<file path="src/rtl/running_light_pkg.sv">
// Shared encodings and defaults for the running-light lab blocks.
package running_light_pkg;

  typedef enum logic [1:0] {
    MODE_SHL    = 2'b00,
    MODE_SHR    = 2'b01,
    MODE_BOUNCE = 2'b10,
    MODE_BAR    = 2'b11
  } mode_e;

  typedef enum logic [1:0] {
    ST_IDLE  = 2'b00,
    ST_RUN   = 2'b01,
    ST_PAUSE = 2'b10
  } state_e;

  localparam int CNT_W_DEF  = 26;
  localparam int PERIOD_1HZ = 50_000_000;

endpackage

</file>
<file path="src/rtl/running_light_ctrl_tick_gen.sv">
// Step prescaler: counts 0..P-1 with P = max(period, 1) and emits a step strobe
// plus a registered one-cycle tick aligned with the edge that consumes the strobe.
module tick_gen
  import running_light_pkg::*;
#(
  parameter int CNT_W = CNT_W_DEF
) (
  input  logic             clk_i,
  input  logic             rst_i,
  input  logic             en_i,
  input  logic [CNT_W-1:0] period_i,
  output logic             adv_o,
  output logic             tick_o
);

  logic [CNT_W-1:0] cnt_q, cnt_d;
  logic [CNT_W-1:0] per_q, per_d;
  logic [CNT_W-1:0] per_s;
  logic             tick_q;

  // The period is taken from the input at the first count of each step, so a
  // change mid-count only affects the following step.
  always_comb begin
    if (cnt_q == {CNT_W{1'b0}}) begin
      if (period_i == {CNT_W{1'b0}}) begin
        per_s = CNT_W'(1);
      end else begin
        per_s = period_i;
      end
    end else begin
      per_s = per_q;
    end

    adv_o = en_i && (cnt_q == (per_s - CNT_W'(1)));

    if (!en_i) begin
      cnt_d = cnt_q;
      per_d = per_q;
    end else if (adv_o) begin
      cnt_d = {CNT_W{1'b0}};
      per_d = per_s;
    end else begin
      cnt_d = cnt_q + CNT_W'(1);
      per_d = per_s;
    end
  end

  always_ff @(posedge clk_i or posedge rst_i) begin
    if (rst_i) begin
      cnt_q  <= {CNT_W{1'b0}};
      per_q  <= {CNT_W{1'b0}};
      tick_q <= 1'b0;
    end else begin
      cnt_q  <= cnt_d;
      per_q  <= per_d;
      tick_q <= adv_o;
    end
  end

  assign tick_o = tick_q;

endmodule

</file>
<file path="src/rtl/running_light_ctrl.sv">
// N-LED running light with four pattern modes and a runtime step period.
// Optional PWM dimming is built when RUNNING_LIGHT_PWM_EN is defined.
module running_light_ctrl
  import running_light_pkg::*;
#(
  parameter int N_LED          = 4,
  parameter int CNT_W          = CNT_W_DEF,
  parameter bit LED_ACTIVE_LOW = 1'b1,
  parameter int PWM_W          = 4
) (
  input  logic                     sys_clk,
  input  logic                     sys_rst,
  input  logic                     enable,
  input  logic [1:0]               mode,
  input  logic [CNT_W-1:0]         period_cyc,
  input  logic [PWM_W-1:0]         duty,
  output logic [N_LED-1:0]         led,
  output logic [$clog2(N_LED)-1:0] pos,
  output logic                     step_tick
);

  localparam int              PW      = $clog2(N_LED);
  localparam logic [N_LED-1:0] POL     = {N_LED{LED_ACTIVE_LOW}};
  localparam logic [N_LED-1:0] PAT_RST = {{(N_LED-1){1'b0}}, 1'b1};
  localparam logic [PW-1:0]    POS_TOP = PW'(N_LED - 1);

  state_e           st_q, st_d;
  logic             count_en_s;
  logic             adv_s;
  mode_e            mode_s;
  logic [PW-1:0]    pos_q, pos_d;
  logic             dir_q, dir_d;
  logic [N_LED-1:0] pat_q, pat_d;
  logic [N_LED-1:0] led_q, led_d;

  assign mode_s = mode_e'(mode);

  always_ff @(posedge sys_clk or posedge sys_rst) begin
    if (sys_rst) begin
      st_q <= ST_IDLE;
    end else begin
      st_q <= st_d;
    end
  end

  always_comb begin
    st_d       = st_q;
    count_en_s = 1'b0;
    case (st_q)
      ST_IDLE:  if (enable) st_d = ST_RUN; else st_d = ST_IDLE;
      ST_RUN:   if (enable) st_d = ST_RUN; else st_d = ST_PAUSE;
      ST_PAUSE: if (enable) st_d = ST_RUN; else st_d = ST_PAUSE;
      default:  st_d = ST_IDLE;
    endcase
    count_en_s = (st_d == ST_RUN);
  end

  tick_gen #(
    .CNT_W (CNT_W)
  ) u_tick_gen (
    .clk_i    (sys_clk),
    .rst_i    (sys_rst),
    .en_i     (count_en_s),
    .period_i (period_cyc),
    .adv_o    (adv_s),
    .tick_o   (step_tick)
  );

  // Bounce forces dir away from an endpoint before moving, which also covers
  // entering bounce mode while parked on an end LED.
  always_comb begin
    pos_d = pos_q;
    dir_d = dir_q;
    pat_d = pat_q;
    if (adv_s) begin
      case (mode_s)
        MODE_SHL, MODE_BAR: begin
          if (pos_q == POS_TOP) pos_d = {PW{1'b0}}; else pos_d = pos_q + PW'(1);
        end
        MODE_SHR: begin
          if (pos_q == {PW{1'b0}}) pos_d = POS_TOP; else pos_d = pos_q - PW'(1);
        end
        MODE_BOUNCE: begin
          if (pos_q == POS_TOP) dir_d = 1'b0;
          else if (pos_q == {PW{1'b0}}) dir_d = 1'b1;
          else dir_d = dir_q;
          if (dir_d) pos_d = pos_q + PW'(1); else pos_d = pos_q - PW'(1);
        end
        default: pos_d = pos_q;
      endcase
      for (int i = 0; i < N_LED; i++) begin
        if (mode_s == MODE_BAR) pat_d[i] = (PW'(i) <= pos_d);
        else pat_d[i] = (PW'(i) == pos_d);
      end
    end else begin
      pos_d = pos_q;
      dir_d = dir_q;
      pat_d = pat_q;
    end
  end

`ifdef RUNNING_LIGHT_PWM_EN
  logic [PWM_W-1:0] pwm_q;
  logic             lit_s;

  always_ff @(posedge sys_clk or posedge sys_rst) begin
    if (sys_rst) begin
      pwm_q <= {PWM_W{1'b0}};
    end else begin
      pwm_q <= pwm_q + PWM_W'(1);
    end
  end

  assign lit_s = (pwm_q < duty);
  assign led_d = (pat_d & {N_LED{lit_s}}) ^ POL;
`else
  logic unused_duty_s;
  assign unused_duty_s = ^duty;
  assign led_d = pat_d ^ POL;
`endif

  always_ff @(posedge sys_clk or posedge sys_rst) begin
    if (sys_rst) begin
      pos_q <= {PW{1'b0}};
      dir_q <= 1'b1;
      pat_q <= PAT_RST;
      led_q <= PAT_RST ^ POL;
    end else begin
      pos_q <= pos_d;
      dir_q <= dir_d;
      pat_q <= pat_d;
      led_q <= led_d;
    end
  end

  assign led = led_q;
  assign pos = pos_q;

endmodule

</file>
<file path="config.mk">
export PLATFORM = sky130hd
export DESIGN_NAME = running_light_ctrl
export DESIGN_NICKNAME = d
export VERILOG_FILES = /design/src/rtl/running_light_pkg.sv /design/src/rtl/running_light_ctrl_tick_gen.sv /design/src/rtl/running_light_ctrl.sv
export SDC_FILE = /design/constraint.sdc
export NUM_CORES = 1
export LEC_CHECK = 0
export BUFFER_PORTS_ARGS = -buffer_cell sky130_fd_sc_hd__buf_4
export CORE_MARGIN = 2
export CORE_UTILIZATION = 61
export CTS_BUF_LIST = sky130_fd_sc_hd__clkbuf_4 sky130_fd_sc_hd__clkbuf_8 sky130_fd_sc_hd__clkbuf_16
export DETAILED_ROUTE_END_ITERATION = 10
export GPL_ROUTABILITY_DRIVEN = 0
export PLACE_DENSITY = 0.85
export SETUP_SLACK_MARGIN = 0.02
export SYNTH_ARGS = -nofsm -noshare
export SYNTH_HDL_FRONTEND = slang
export SYNTH_SLANG_ARGS = --single-unit
export TNS_END_PERCENT = 20
</file>
<file path="constraint.sdc">
create_clock -name sys_clk -period 6.4 [get_ports sys_clk]
set_input_delay 0.64 -clock sys_clk [delete_from_list [all_inputs] [get_ports sys_clk]]
set_output_delay 0.64 -clock sys_clk [all_outputs]
set_load 0.1 [all_outputs]
</file>
Yosys cells after proc, flatten, opt, wreduce, memory -nomap -nowiden
Cells that the tools add are included.
Word-level totals
  register bits after elaboration: 66
  input port bits: 35
  output and inout port bits: 7
  word-level logic and storage cells: 58
Operators by class
  $add $sub $neg: 4
  $lt $le $gt $ge: 4
  equality and inequality tests: 11
  mux-type cells: 20
  bitwise operators: 1
  reductions and logical operators: 10
Operators with widths (number)
  26-bit two-way mux: 3
  26-bit logical NOT: 2
  26-bit by 1-bit adder with 26-bit output, second input constant: 1
  26-bit == test: 1
  26-bit by 1-bit subtractor with 26-bit output, second input constant: 1
  2-bit two-way mux: 5
  1-bit two-way mux: 9
  2-bit == test, second input constant: 4
  2-bit logical NOT: 4
  2-bit by 1-bit == test with 1-bit output, second input constant: 3
  2-bit case mux with 3 select lines: 1
  2-bit == test, first input constant: 2
  1-bit by 2-bit <= comparator with 1-bit output, first input constant: 2
  2-bit <= comparator, first input constant: 2
  4-bit two-way mux: 1
  4-bit NOT: 1
  2-bit case mux with 2 select lines: 1
  2-bit OR reduction: 2
  2-bit by 1-bit adder with 2-bit output, second input constant: 1
  1-bit by 2-bit == test with 1-bit output, first input constant: 1
  2-bit AND reduction: 1
  2-bit by 1-bit subtractor with 2-bit output, second input constant: 1
  1-bit logical AND: 1

Longest topological paths before layout
Gate-level depths: netlist (run 1).
  word-level depth: 14
  mapped depth: 20
  mapped depth without buffers: 16

Cells and area by module
A second synthesis (run 1) with hierarchy kept.
Second synthesis, totals
  cell total of the unflattened synthesis: 553
  area, all modules: 5158.7 µm²
By module, submodules not included
  tick_gen: times used 1, cells each 487, area each 4428.0 µm², sequential area each 1326.3 µm²
  running_light_ctrl: times used 1, cells each 66, area each 730.7 µm², sequential area each 331.6 µm²

Least setup slack after synthesis (run 1)
No wires, ideal clock.
  path type: reg-to-reg
  start: register u_tick_gen.cnt_q[0]
  end: register (tool-made name)
  library setup time: 125 ps
  arrival: 4903 ps
  data required time: 6275 ps
  slack: 1373 ps
  stages on the path, launching flop included: 20
  path buffers: 3
  clock period less this slack: 5027 ps
  cells stage by stage: dfrtp_1 -> inv_1 -> ha_1 -> nor4b_1 -> and4_1 -> buf_4 -> nand2_1 -> buf_2 -> buf_1 -> mux2i_1 -> ha_1 -> nor3b_1 -> nand4_1 -> o21a_1 -> nor3_1 -> a211o_1 -> nand3_1 -> a2111o_1 -> nor4_4 -> mux2_2
RTL lines
  start: declaration: RTL line running_light_ctrl_tick_gen.sv:16  | logic [CNT_W-1:0] cnt_q, cnt_d;
  start signal: assignment: RTL line running_light_ctrl_tick_gen.sv:50  | cnt_q <= {CNT_W{1'b0}};
  start signal: assignment: RTL line running_light_ctrl_tick_gen.sv:54  | cnt_q <= cnt_d;

==> flow_summary.toml, run 1 <==
[cells_and_area]
stdcell_count = 686
area.growth.synth_to_final_pct = 10.79
nets = 624
post-route-util_pct = 69.85
regArea_sq_um = 1658
num_antenna_cells = 0
post-route-cell-area_sq_um = 5398
drive_gt1_share_pct = 18.15
n_fill_cell = 594
multi_input_area_sq_um = 3000

[global_routing]
grt_usage_pct = 31.33
grt_max_degree = 67
grt_pass1_vias = 4466
antenna_found_initial = 0
grt_first_pass_wirelength_microns = 21470
overflow = 0

[yosys]
synth_flop_cell = "dfrtp_1"
synth_cells = 549
syn_area_sq_um = 4872
synth-seq-area-share_pct = 34.03
syn_area_per_cell_sq_um = 8.875
synth_area_leader_cell = "dfrtp_1"
synth_seq_cells = 66
yosys_warnings = 0
synth_nets = 594
synth_enable_flop_cells = 0
synth_top_area_share_pct = 31.33
async_flop_share_pct = 100.0
yosys.cell_types.count = 66
yosys-top-cells-area = "dfrtp_1, xnor2_1, mux2_2, nor2_1, mux2i_1"

[floorplanning]
io_pins = 42
rows = 32
die_x_microns = 93.37
fp.dieArea_sq_um = 8718
start_util_pct = 63.05
core_sq_um = 7727
die_y_microns = 93.37

[clock_tree]
cts_buffer_depth = 2
tritoncts = "yes"
numCtsBuffers = 9
cts_resized = 0
clock_sinks = 66
path_clk_slew_ns = 0.08
worstSkewPairLatency_ns = 0.36
hold_buffers = 0
h-tree-depth = 3
cts-root-buf = "clkbuf_8"
cts_setup_buffers = 0

[sta]
final.min_clock_period_ns = 5.951
tightest_slew_ns = 1.014
clock_skew_ns = 0.009824
setup_violations = 0
max_freq_mhz = 168.0
tns_ns = 0
hold_ws_ns = 0.4205
setup_ws_ns = 0.4492
rsz0062_at_grt = "no"
drv_slew = 0
relSlewSlack_pct = 31.76
hold_viol_final = 0
period_share_pct = 92.98

[pwr]
finalPower_mw = 0.9730
leakage_nw = 2.363
vdd_drop_max_mv = 0.1897
powerDensity_nw_per_um2 = 180.3

[worst_setup_path]
arrival_ns = 6.20
endpoint_kind = "register"
critPathLaunchType = "register"
required_ns = 6.65
worstSetupPathType = "reg2reg"
cp_max_fo = 20

[placed_design]
dp_slack_ns = 0.5853
dp_cells = 670
io_buffer_count = 37
dp_hpwl_microns = 9136
placed_area_sq_um = 5224

[routing]
routed_via_density = 6.532
route.detailed.drc = 0
via_count = 4481
wl_microns = 12960
drtIter0Drc = 494
drt_pass1_iterations = 7
ant_nets = 0
wl_per_cell_microns = 18.89

[job]
maxCapViolations = 0

[hold_path]
hold_path.class = "reg2reg"

[status]
outcome = "complete, no violations"
-- logic make-up after synthesis --
logic type | Yosys count | share of synthesized area (%)
multiplexers | 50 | 10.97
AND/OR/NAND/NOR | 218 | 23.06
adder cells (fa/ha/maj) | 10 | 2.568
AO/OA/AOI/OAI | 92 | 14.05
flip-flops | 66 | 34.03
buffers and inverters | 53 | 4.545
XOR/XNOR | 60 | 10.79
-- critical path: stages (launching register included) --
cell and delay (ns):
dfrtp_1 0.45, inv_1 0.13, ha_1 0.17, nor4b_1 0.39, and4_1 0.52, nand2_1 0.15, o31ai_1 0.57, ha_1 0.36
nor3b_1 0.64, nand4_1 0.35, o41ai_1 0.49, o211ai_1 0.16, a2111o_1 0.51, nor4_4 0.29, buf_4 0.29, mux2_2 0.36
-- area by class of cell --
cell class	instances	share of cell area [%]
Clock buffer	9	2.295
Clock inverter	7	0.8345
Inverter	26	1.808
Timing Repair Buffer	46	6.398
Tap cell	102	2.364
Sequential cell	66	30.71
Multi-Input combinational cell	430	55.59
-- registers in the layout (all words and copies together), names as in the netlist, named ones only --
| name | cells |
|---|---|
| u_tick_gen.per_q | 26 |
| u_tick_gen.cnt_q | 26 |
| st_q | 2 |
| u_tick_gen.tick_o | 1 |
| dir_q | 1 |
| led | 4 |
| pos | 2 |
-- per-layer routing --
| layer | track usage [%] | routed length [microns] |
|---|---|---|
| met5 | 0 | 0 |
| met4 | 17.77 | 563 |
| met3 | 4.915 | 985 |
| met2 | 50.42 | 6049 |
| met1 | 40.11 | 5361 |
-- synth_stat cells (all sizes together) (3+ instances only) --
library cell	instances
a211oi	3
nor3b	4
or4	5
nor3	22
and2	3
dfrtp	61
inv	25
a21o	3
buf	12
a211o	4
ha	10
o21a	3
nand4	14
nor2b	6
nand2	38
xnor2	40
mux2	27
o21ai	22
mux2i	23
nor2	69
a311oi	5
xor2	20
nor4	23
clkbuf	15
o211ai	5
o31ai	7
nand3	15
o211a	5
nand2b	3
and3	6
dfstp	5
o31a	5
a21oi	8
-- cells in the final DEF, fill, tap and decap left out, types with 7 or more instances in the layout --
master,synthesis,layout
buf_4,1,46
clkbuf_8,0,9
ha_1,10,10
mux2i_1,23,23
o31ai_1,7,7
nor2_1,68,67
inv_1,25,24
nand3_1,15,15
nand2_1,38,38
mux2_2,27,27
a21oi_1,8,8
xnor2_1,40,40
nor3_1,22,22
nor4_1,20,20
dfrtp_1,61,61
xor2_1,20,20
o21ai_0,21,21
nand4_1,14,14
-- path summary, 6_finish.rpt --
check | startpoint | end | slack [ns] | cells past startpoint
worst max-delay path | u_tick_gen.cnt_q[0]$_DFFE_PP0N_ | register | 0.45 | 15
max in group asynchronous | sys_rst | u_tick_gen.per_q[17]$_DFFE_PP0N_ | 5.31 | 3
worst min-delay path | register | led[1]$_DFF_PP1_ | 0.42 | 1
worst max register to register | u_tick_gen.cnt_q[0]$_DFFE_PP0N_ | register | 0.45 | 15
min in group asynchronous | sys_rst | u_tick_gen.per_q[2]$_DFFE_PP0N_ | 0.54 | 3
worst min register to register | register | led[1]$_DFF_PP1_ | 0.42 | 1
-- where the power goes --
part / switching [mW] / internal [mW] / total [mW]
Sequential: 0.0344 / 0.440 / 0.475
Combinational: 0.102 / 0.0723 / 0.175
Clock: 0.184 / 0.140 / 0.324
Total: 0.321 / 0.652 / 0.973
Note: power is estimated with default switching activity, not from simulation.
==> inputs of run 2 (changes only) <==
Settings changed: CORE_UTILIZATION 61 to 65, PLACE_DENSITY 0.85 to 0.9.
Clock period 6.4 ns to 7.4 ns, I/O delays scaled along.
==> flow_summary.toml, run 2 (synthesized netlist as in run 1, its figures left out) <==
[placed_design]
dp_hpwl_microns = 9226
io_buffer_count = 37
dp_cells = 664
dp_slack_ns = 1.483

[clock_tree]
cts_resized = 0
clock_sinks = 66
cts_setup_buffers = 0
worstSkewPairLatency_ns = 0.36
path_clk_slew_ns = 0.07
cts-root-buf = "clkbuf_8"
h-tree-depth = 3
hold_buffers = 0
cts_buffer_depth = 2
numCtsBuffers = 9
tritoncts = "yes"

[sta]
clock_skew_ns = 0.009411
rsz0062_at_grt = "no"
hold_viol_final = 0
setup_violations = 0
final.min_clock_period_ns = 6.055
period_share_pct = 81.83
setup_ws_ns = 1.345
max_freq_mhz = 165.1
tightest_slew_ns = 1.217
relSlewSlack_pct = 18.78
tns_ns = 0
drv_slew = 0

[cells_and_area]
num_antenna_cells = 0
multi_input_area_sq_um = 2995
mostFrequentLayoutCell = "nor2_1"
n_fill_cell = 546
nets = 621
final_cell_mix = "nor2_1, dfrtp_1, buf_4"
regArea_sq_um = 1658
stdcell_count = 680
area.growth.synth_to_final_pct = 10.48
drive_gt1_share_pct = 17.56

[worst_setup_path]
critical_path.cell_chain = "inv_1, ha_1, nor4b_1, and4_1, nand2_1, buf_4, mux2i_1, ha_1, nor3b_1, nand4_1, o41ai_1, o211ai_1, a2111o_1, nor4_4, buf_4, mux2_2"
cp_top_family = "simple AND/OR/NAND/NOR gates"
cp_max_fo = 29
critPathBufInv = 3
crit_slowest_cell = "nor3b_1"
critPathLaunchType = "register"
arrival_ns = 6.30
endpoint_kind = "register"
cp_slowest_stage_delay_ns = 0.87
worstSetupPathType = "reg2reg"
required_ns = 7.64

[global_routing]
grt_max_degree = 67
grt_usage_pct = 32.71
antenna_found_initial = 0
grt_first_pass_wirelength_microns = 21600
overflow = 0
grt_pass1_vias = 4491

[floorplanning]
die_y_microns = 90.58
start_util_pct = 67.17
die_x_microns = 90.58
fp.dieArea_sq_um = 8204
core_sq_um = 7253
rows = 31
io_pins = 42

[pwr]
powerDensity_nw_per_um2 = 159.7
leakage_nw = 2.354
vdd_drop_max_mv = 0.1558

[status]
outcome = "complete, no violations"

[routing]
ant_nets = 0
via_count = 4566
wl_microns = 13010
drtIter0Drc = 628
drt_pass1_iterations = 6
routed_via_density = 6.715
route.detailed.drc = 0
wl_per_cell_microns = 19.13

[hold_path]
hold_path.class = "reg2reg"

[job]
maxCapViolations = 0
-- run 2: cell types whose count changed in the layout (fill, tap and decap cells not counted) --
cell      before  now
inv_6          1    0
buf_4         46   43
nor3b_1        3    4
clkbuf_4       0    1
clkinv_2       4    2
clkbuf_8       9   11
nor3b_2        1    0
-- run 2: cell type report --
type,count,area share (%)
multi-input cells,430,55.65
flip-flops and latches,66,30.80
repair buffers,43,5.997
clock buffers,12,2.952
well taps,99,2.301
inverters,26,1.813
clock inverters,4,0.4881
-- run 2: through the flow --
stage | utilization [%] | cell area (sq um) | hold WS (ns) | total power, mW
2_1_floorplan | - | 4872 | 0.3845 | 0.5068
3_3_place_gp | 71.66 | 5197 | 0.3927 | 0.5533
3_5_place_dp | 71.66 | 5197 | 0.4013 | 0.5665
4_1_cts | 74.21 | 5383 | 0.4098 | 0.8563
5_1_grt | 74.21 | 5383 | 0.4176 | 0.8998
6_report | 74.21 | 5383 | 0.4082 | 0.8597
-- run 2: report_power, final --
part           internal (mW)  switching (mW)  total [mW]
sequential             0.381          0.0317       0.413
combinational         0.0629          0.0917       0.155
clock                  0.143           0.149       0.293
-- run 2: worst paths after layout --
kind | from | endpoint | slack (ns) | depth (start not counted)
max in group asynchronous | sys_rst | u_tick_gen.per_q[17]$_DFFE_PP0N_ | 6.22 | 3
max | u_tick_gen.cnt_q[0]$_DFFE_PP0N_ | register | 1.34 | 16
min | register | led[1]$_DFF_PP1_ | 0.41 | 1
min reg2reg | register | led[1]$_DFF_PP1_ | 0.41 | 1
min in group asynchronous | sys_rst | u_tick_gen.cnt_q[7]$_DFFE_PP0N_ | 0.63 | 3
max reg2reg | u_tick_gen.cnt_q[0]$_DFFE_PP0N_ | register | 1.34 | 16
-- run 2: metal layers --
layer  GRT usage, %  wire [microns]  part of all wire [%]
met5              0               0                     0
met4          16.03             500                   3.8
met3          7.012            1246                   9.6
met2          52.86            6060                    47
met1          41.64            5197                    40
-- run 2: worst reg2reg max path: stages (launching register included) --
cell,delay (ns)
dfrtp_1,0.45
inv_1,0.13
ha_1,0.18
nor4b_1,0.29
and4_1,0.54
nand2_1,0.15
buf_4,0.29
mux2i_1,0.26
ha_1,0.25
nor3b_1,0.87
nand4_1,0.40
o41ai_1,0.46
o211ai_1,0.16
a2111o_1,0.52
nor4_4,0.30
buf_4,0.32
mux2_2,0.37
==> inputs of run 3 (changes only) <==
Settings changed: CORE_UTILIZATION 65 to 55, PLACE_DENSITY 0.9 to 0.81.
Clock period 7.4 ns to 5.1 ns, I/O delays scaled along.
==> flow_summary.toml, run 3 (synthesized netlist as in run 1, its figures left out) <==
[floorplanning]
die_y_microns = 98.12
rows = 34
start_util_pct = 56.42
die_x_microns = 98.12
fp.dieArea_sq_um = 9628
io_pins = 42
core_sq_um = 8636

[global_routing]
use_met1_pct = 35.43
grt_usage_pct = 26.68
overflow = 0
grt_first_pass_wirelength_microns = 20830
antenna_found_initial = 0
grt_pass1_vias = 4352
grtUsageMet3_pct = 5.512
grt_use_met2_pct = 42.73
grt_max_degree = 67
grt_busiest_layer = "met2"

[clock_tree]
clock_sinks = 66
worstSkewPairLatency_ns = 0.34
tritoncts = "yes"
numCtsBuffers = 9
cts_setup_buffers = 0
cts_buffer_depth = 2
h-tree-depth = 3
cts-root-buf = "clkbuf_8"
hold_buffers = 0
path_clk_slew_ns = 0.07

[worst_setup_path]
required_ns = 5.33
arrival_ns = 4.99
endpoint_kind = "register"
startpoint = "u_tick_gen.cnt_q[0]$_DFFE_PP0N_"
r2r_start = "u_tick_gen.cnt_q[0]$_DFFE_PP0N_"
cp_max_fo = 37
critPathLaunchType = "register"
worstSetupPathType = "reg2reg"

[routing]
routed_via_density = 6.350
route.detailed.drc = 0
via_count = 4451
wl_per_cell_microns = 18.00
drtIter0Drc = 358
wl_microns = 12620
drt_pass1_iterations = 5
ant_nets = 0

[sta]
tightest_slew_ns = 0.8218
period_share_pct = 93.49
max_freq_mhz = 209.7
drv_slew = 0
tns_ns = 0
relSlewSlack_pct = 44.76
final.min_clock_period_ns = 4.768
rsz0062_at_grt = "no"
clock_skew_ns = 0.01000
setup_violations = 0
hold_viol_final = 0
hold_ws_ns = 0.3262

[cells_and_area]
area.growth.synth_to_final_pct = 14.66
num_antenna_cells = 0
drive_gt1_share_pct = 19.73
nets = 633
n_fill_cell = 692
final_cell_mix = "nor2_1, dfrtp_1, buf_4"
mostFrequentLayoutCell = "nor2_1"

[status]
outcome = "complete, no violations"

[pwr]
leakage_nw = 2.460
vdd_drop_max_mv = 0.2638
powerDensity_nw_per_um2 = 247.6

[job]
maxCapViolations = 0

[placed_design]
dp_hpwl_microns = 9117
io_buffer_count = 37

[hold_path]
hold_path.class = "in2reg"
worstHoldStart = "enable"
[run 3: worst paths after layout]
kind / slack (ns) / depth (start not counted) / to
worst max-delay path: 0.33 / 18 / register
worst min-delay path: 0.33 / 2 / st_q[1]$_DFF_PP0_
worst max register to register: 0.33 / 18 / register
worst min register to register: 0.43 / 1 / led[1]$_DFF_PP1_
max in group asynchronous: 4.14 / 3 / u_tick_gen.per_q[23]$_DFFE_PP0N_
min in group asynchronous: 0.40 / 3 / st_q[0]$_DFF_PP0_
[run 3: power breakdown]
| group | internal (mW) | leakage [nW] | switching [mW] |
|---|---|---|---|
| logic | 0.0934 | 1.50 | 0.135 |
| registers | 0.553 | 0.837 | 0.0402 |
| clock network | 0.357 | 0.126 | 0.204 |
| total | 1.00 | 2.46 | 0.380 |
[run 3: final cells by class]
cell class / count / area, sq um / share of cell area (%)
Clock buffer: 12 / 158.9 / 2.844
Clock inverter: 4 / 97.59 / 1.747
Inverter: 26 / 97.59 / 1.747
Multi-Input combinational cell: 430 / 3014 / 53.95
Sequential cell: 66 / 1658 / 29.68
Tap cell: 108 / 135.1 / 2.419
Timing Repair Buffer: 55 / 425.4 / 7.615
[run 3: through the flow]
step	instance area [sq um]	utilization, %	total power [mW]	setup slack, ns	std cells
3_3_place_gp	5311	61.50	0.8051	0.2907	685
4_1_cts	5568	64.47	1.389	0.1384	701
3_5_place_dp	5311	61.50	0.8204	0.1705	685
6_report	5587	64.69	1.383	0.3319	701
5_1_grt	5587	64.69	1.441	0.004238	701
2_1_floorplan	4872	-	0.7353	0.07251	549
[run 3: what timing repair did]
item	in CTS	in global routing
resized for setup	0	3
endpoints found under the hold margin	0	0
endpoints found under the setup margin	0	24
[run 3: worst max-delay path: stages, from the launching register on]
cell and delay (ns):
dfrtp_1 0.43, inv_1 0.11, ha_1 0.17, nor4b_2 0.24
and4_1 0.25, nand2_1 0.12, o31ai_2 0.34, ha_1 0.28
nor3b_1 0.22, buf_4 0.19, nand4_1 0.24, o21a_1 0.29
nor3_1 0.19, a211o_1 0.13, nand3_1 0.06, a2111o_1 0.46
nor4_4 0.32, buf_12 0.24, mux2_2 0.36
[run 3: per-layer routing]
metal,wire length [microns],vias up
li1,-,2064
met1,5245,2142
met2,6004,201
met3,993,44
met4,373,0
met5,0,-
